===== src/rtl/sym_gen_if.sv =====
// Request/response bundle between the game-period controller (master) and sym_gen (slave).
interface sym_gen_if;
    logic [31:0] symGenMax;
    logic        genSym;
    logic        generated;
    logic        special;
    logic [7:0]  generatedSym;

    modport master (
        output symGenMax, genSym,
        input  generated, special, generatedSym
    );

    modport slave (
        input  symGenMax, genSym,
        output generated, special, generatedSym
    );
endinterface


===== src/rtl/sym_gen.sv =====
// Pseudo-random seven-segment symbol generator: one symbol every symGenMax+1 enabled cycles.
// Optional macro SYMGEN_NO_REPEAT_EN bumps an index equal to the previous one to avoid repeats.
module sym_gen #(
    parameter logic [15:0] LFSR_SEED   = 16'hACE1,
    parameter logic [2:0]  SPECIAL_IDX = 3'd7
) (
    input  logic      Clk100M,
    input  logic      Reset,
    sym_gen_if.slave  bus
);
    // An all-zero Fibonacci LFSR would lock up.
    localparam logic [15:0] SEED = (LFSR_SEED == 16'h0000) ? 16'h0001 : LFSR_SEED;

    logic [31:0] cnt_q, cnt_d;
    logic [15:0] lfsr_q, lfsr_d;
    logic        gen_q, gen_d;
    logic        spec_q, spec_d;
    logic [7:0]  sym_q, sym_d;

    logic        fb;
    logic [15:0] lfsr_nxt;
    logic [2:0]  raw_idx, fin_idx;
    logic        fire;

    function automatic logic [7:0] seg_code(input logic [2:0] idx);
        case (idx)
            3'd0:    return 8'h3F;
            3'd1:    return 8'h06;
            3'd2:    return 8'h5B;
            3'd3:    return 8'h4F;
            3'd4:    return 8'h66;
            3'd5:    return 8'h6D;
            3'd6:    return 8'h7D;
            default: return 8'h07;
        endcase
    endfunction

    assign fb       = lfsr_q[15] ^ lfsr_q[13] ^ lfsr_q[12] ^ lfsr_q[10];
    assign lfsr_nxt = {lfsr_q[14:0], fb};
    assign raw_idx  = lfsr_nxt[2:0];
    assign fire     = bus.genSym && (cnt_q >= bus.symGenMax);

`ifdef SYMGEN_NO_REPEAT_EN
    logic [2:0] prev_idx_q, prev_idx_d;
    logic       prev_vld_q, prev_vld_d;

    assign fin_idx = (prev_vld_q && raw_idx == prev_idx_q) ? raw_idx + 3'd1 : raw_idx;

    always_comb begin
        prev_idx_d = prev_idx_q;
        prev_vld_d = prev_vld_q;
        if (fire) begin
            prev_idx_d = fin_idx;
            prev_vld_d = 1'b1;
        end
    end

    always_ff @(posedge Clk100M) begin
        if (Reset) begin
            prev_idx_q <= 3'd0;
            prev_vld_q <= 1'b0;
        end else begin
            prev_idx_q <= prev_idx_d;
            prev_vld_q <= prev_vld_d;
        end
    end
`else
    assign fin_idx = raw_idx;
`endif

    always_comb begin
        cnt_d  = cnt_q;
        lfsr_d = lfsr_q;
        gen_d  = 1'b0;
        spec_d = spec_q;
        sym_d  = sym_q;
        if (!bus.genSym) begin
            cnt_d = 32'd0;
        end else if (fire) begin
            cnt_d  = 32'd0;
            lfsr_d = lfsr_nxt;
            sym_d  = seg_code(fin_idx);
            spec_d = (fin_idx == SPECIAL_IDX);
            gen_d  = 1'b1;
        end else begin
            // Never exceeds symGenMax, so no overflow path.
            cnt_d = cnt_q + 32'd1;
        end
    end

    always_ff @(posedge Clk100M) begin
        if (Reset) begin
            cnt_q  <= 32'd0;
            lfsr_q <= SEED;
            gen_q  <= 1'b0;
            spec_q <= 1'b0;
            sym_q  <= 8'b0000_0001;
        end else begin
            cnt_q  <= cnt_d;
            lfsr_q <= lfsr_d;
            gen_q  <= gen_d;
            spec_q <= spec_d;
            sym_q  <= sym_d;
        end
    end

    assign bus.generated    = gen_q;
    assign bus.special      = spec_q;
    assign bus.generatedSym = sym_q;
endmodule


===== src/flat_wrapper.sv =====
// flat-port wrapper written by rule: the top's interface ports become plain ports
module sym_gen_flat 
#(
    parameter logic [15:0] LFSR_SEED   = 16'hACE1,
    parameter logic [2:0]  SPECIAL_IDX = 3'd7
)
  (Clk100M, Reset, bus_symGenMax, bus_genSym, bus_generated, bus_special, bus_generatedSym);
  sym_gen_if bus_i ();
  input  logic Clk100M;
  input  logic Reset;
  input wire logic [$bits(bus_i.symGenMax)-1:0] bus_symGenMax;
  input wire logic [$bits(bus_i.genSym)-1:0] bus_genSym;
  output wire logic [$bits(bus_i.generated)-1:0] bus_generated;
  output wire logic [$bits(bus_i.special)-1:0] bus_special;
  output wire logic [$bits(bus_i.generatedSym)-1:0] bus_generatedSym;
  assign bus_i.symGenMax = bus_symGenMax;
  assign bus_i.genSym = bus_genSym;
  assign bus_generated = bus_i.generated;
  assign bus_special = bus_i.special;
  assign bus_generatedSym = bus_i.generatedSym;
  sym_gen #(.LFSR_SEED(LFSR_SEED), .SPECIAL_IDX(SPECIAL_IDX)) u_core (.Clk100M(Clk100M), .Reset(Reset), .bus(bus_i));
endmodule

===== config.mk =====
export PLATFORM = sky130hd
export DESIGN_NAME = sym_gen_flat
export DESIGN_NICKNAME = d
export VERILOG_FILES = /design/src/rtl/sym_gen_if.sv /design/src/rtl/sym_gen.sv /design/src/flat_wrapper.sv
export SDC_FILE = /design/constraint.sdc
export NUM_CORES = 1
export LEC_CHECK = 0
export CORE_MARGIN = 2
export CORE_UTILIZATION = 53
export DETAILED_ROUTE_END_ITERATION = 16
export DONT_BUFFER_PORTS = 1
export GPL_ROUTABILITY_DRIVEN = 0
export PLACE_DENSITY = 0.68
export SYNTH_ARGS = -nofsm -noshare
export SYNTH_HDL_FRONTEND = slang
export SYNTH_SLANG_ARGS = --single-unit

===== constraint.sdc =====
create_clock -name Clk100M -period 3.2 [get_ports Clk100M]
set_input_delay 0.32 -clock Clk100M [delete_from_list [all_inputs] [get_ports Clk100M]]
set_output_delay 0.32 -clock Clk100M [all_outputs]
set_load 0.01 [all_outputs]

==> results.sh, run 1 <==
export IMPL_postCtsSetupBuffers=0
export IMPL_synth_nets=493
export IMPL_cts_resized_gates=0
export IMPL_cellLeakagePower_nw=1.52
export IMPL_synthCells=425
export IMPL_power_density_nw_per_um2=390
export IMPL_crit_slowest_cell="a21oi_1"
export IMPL_antenna_left=0
export IMPL_drive_gt1_share_pct=13.6
export IMPL_drv_slew=0
export IMPL_period_needed_ns=2.93
export IMPL_finalCritPeriodShare_pct=91.6
export IMPL_via_count=2954
export IMPL_critical_path_class="flip-flop to flip-flop"
export IMPL_drt_iter0_drc=153
export IMPL_clock_skew_ns=0.0129
export IMPL_seq_area_frac_synth_pct=31.6
export IMPL_setup_viol=0
export IMPL_rrSetupSlack_ns=0.27
export IMPL_fin_setup_tns_ns=0
export IMPL_synth_top_cell_area_share_pct=31.6
export IMPL_ir_drop_uv=209
export IMPL_synth_warnings=0
export IMPL_synth_edf_count=0
export IMPL_cts_tree="built"
export IMPL_mostFrequentLayoutCell="dfxtp_1"
export IMPL_cp_arrival_ns=3.14
export IMPL_first_global_vias=2717
export IMPL_r2r_start="u_core.cnt_q[9]"
export IMPL_wl_per_cell_microns=15.2
export IMPL_maxSlewHeadroom_pct=31.8
export IMPL_end_kind="flip-flop"
export IMPL_synthTopCellsByArea="dfxtp_1 32%, ha_1 11%, nor2_2 5.2%, inv_1 4.7%, xor2_1 4.6%"
export IMPL_firstDrtPassIters=4
export IMPL_hold_viol=0
export IMPL_status="completed"
export IMPL_syn2layout_area_growth_pct=7.03
export IMPL_synth_top_area_cell="dfxtp_1"
export IMPL_grtUsageTotal_pct=21.8
export IMPL_io_buffers=0
export IMPL_htree_levels=3
export IMPL_routed_wl_microns=7690
export IMPL_cts_clk_slew_worst_paths_ns=0.07
export IMPL_hpwlAfterDp_microns=5700
export IMPL_die_x_microns=86.5
export IMPL_rsz0062_at_grt="no"
export IMPL_clock_path_buffers=2
export IMPL_ys_flop_type="dfxtp_1"
export IMPL_clockRootBuffer="clkbuf_8"
export IMPL_grt_ovfl_total=0
export IMPL_clkLatencyLatePin_ns=0.35
export IMPL_diodes=0
export IMPL_viasPerCell=5.83
export IMPL_syn_area_sq_um=3610
export IMPL_numCtsBuffers=9
export IMPL_postSynthAreaPerCell_sq_um=8.50
export IMPL_hold_start="Reset"
export IMPL_clock_sinks=57
export IMPL_num_io_pins=45
export IMPL_layout_cells_most_common_list="57 x dfxtp_1, 45 x inv_1, 33 x ha_1"
export IMPL_path_cells="ha_1, a211oi_2, nor2_1, o311a_1, a21oi_1, and2_1, o211ai_1"
export IMPL_clock_fmax_ghz=0.341
export IMPL_min_path_type="primary input to flip-flop"
export IMPL_route_detailed_drc=0
export IMPL_worst_path_max_fanout=13
export IMPL_synth_seq_cells=57
export IMPL_antenna_found_initial=0
export IMPL_synth_cell_types=53
export IMPL_fp_dieH_microns=86.5
export IMPL_core_sq_um=6680
export IMPL_final_core_util_pct=57.8
export IMPL_cpPeakStageDelay_ns=0.78
export IMPL_hold_buffers=0
export IMPL_initial_utilization_pct=54.0
export IMPL_grt_pass1_wl_microns=12800
export IMPL_finalNetCount=490
export IMPL_rows=30
export IMPL_fill_cells=627
export IMPL_async_flop_share_pct=0
export IMPL_critPathRequiredTime_ns=3.41
export IMPL_dpl_instance_area_sq_um=3650
export IMPL_maxCapViolations=0
export IMPL_max_slew_worst_pin_slew_ns=1.02
export IMPL_dieArea_sq_um=7490
export IMPL_stdcell_area_sq_um=3860
export IMPL_crit_path_start="u_core.cnt_q[9]"
export IMPL_crit_path_start_kind="flip-flop"
export IMPL_grt_max_degree=33
-- routing by layer --
layer,share of wire (%),GRT usage [%],up-vias
met3,4.0,4.38,14
met1,51,31.3,1385
li1,-,-,1501
met2,43,32.1,54
met5,0,0,-
met4,1.7,8.38,0
-- cells by family (layout without fill, tap and decap cells) --
group / after synthesis / after routing / synth area share, %
flip-flops: 57 / 57 / 31.6
multiplexers: 1 / 1 / 0.277
XOR/XNOR: 34 / 34 / 8.45
AO/OA/AOI/OAI: 81 / 81 / 17.4
buffers and inverters: 64 / 66 / 7.48
AND/OR/NAND/NOR: 153 / 153 / 22.9
adder cells (fa/ha/maj): 34 / 34 / 11.7
other: 1 / 1 / 0.104
-- final cells by class --
type | instances | area [sq um] | share of cell area (%)
Clock buffer | 10 | 128 | 3.30
Clock inverter | 6 | 82.6 | 2.14
Inverter | 47 | 176 | 4.56
Multi-Input combinational cell | 304 | 2200 | 57.0
Sequential cell | 57 | 1140 | 29.5
Tap cell | 80 | 100 | 2.59
Timing Repair Buffer | 3 | 35.0 | 0.906
-- synth_stat cells, types with 2 or more instances --
library cell and n:
nand2_1 31, a311oi_1 2, and3_1 3, xnor2_1 14, a211oi_1 8, buf_6 3, or4_1 2, buf_2 3
clkinv_1 2, o2bb2ai_1 3, dfxtp_1 57, inv_1 45, clkbuf_1 10, and2_1 2, nor4_1 4, ha_1 33
nand3_1 15, nor2_1 19, nand4_1 23, a21oi_1 14, nor3_1 4, nor2b_1 10, o32ai_1 2, o211ai_1 19
and4_1 5, xor2_1 19, o21ai_0 7, nor2_2 30, a2bb2oi_1 9, or2_2 2, a211o_1 3
-- per-stage QoR --
step / hold WS (ns) / worst slack (ns) / cells / total power [W]
after floorplan: 0.435 / 0.928 / 425 / 0.000789
after global placement: 0.396 / 0.347 / 491 / 0.000793
after detailed placement: 0.397 / 0.264 / 491 / 0.000795
after CTS: 0.0286 / 0.265 / 507 / 0.00152
after global routing: 0.0248 / 0.0361 / 507 / 0.00157
final: 0.0413 / 0.269 / 507 / 0.00151
-- final timing paths --
check / end / depth (start not counted)
worst max-delay path: u_core.lfsr_q[3] / 7
worst min-delay path: u_core.bus.generatedSym[5] / 1
worst max register to register: u_core.lfsr_q[3] / 7
worst min register to register: u_core.lfsr_q[6] / 1
-- registers in the layout, summed over array words and instances, names as in the netlist --
signal,count
u_core.bus.special,1
u_core.bus.generatedSym,7
u_core.bus.generated,1
u_core.lfsr_q,16
u_core.cnt_q,32
-- critical path: cells and delay by family, from the launching register on --
family / cells / cell delay, ns
AND/OR/NAND/NOR: 2 / 0.62
flip-flops: 1 / 0.39
adder cells (fa/ha/maj): 1 / 0.28
AO/OA/AOI/OAI: 4 / 1.50
-- where the power goes --
group | switching, W | total (W) | internal, W
registers | 0.00000192 | 0.000712 | 0.000711
clock network | 0.000296 | 0.000730 | 0.000434
logic | 0.0000431 | 0.0000661 | 0.0000230
total | 0.000341 | 0.00151 | 0.00117
Note: power is estimated with default switching activity, not from simulation.
==> run 2: changes to the inputs <==
Settings changed: SKIP_CTS_REPAIR_TIMING set to 1.
==> results of run 2 <==
No change in the layout: final DEF, timing and power equal those of run 1.
==> run 3: changes to the inputs <==
Settings changed: TNS_END_PERCENT set to 1.
==> results of run 3 <==
No change in the layout: final DEF, timing and power equal those of run 1.
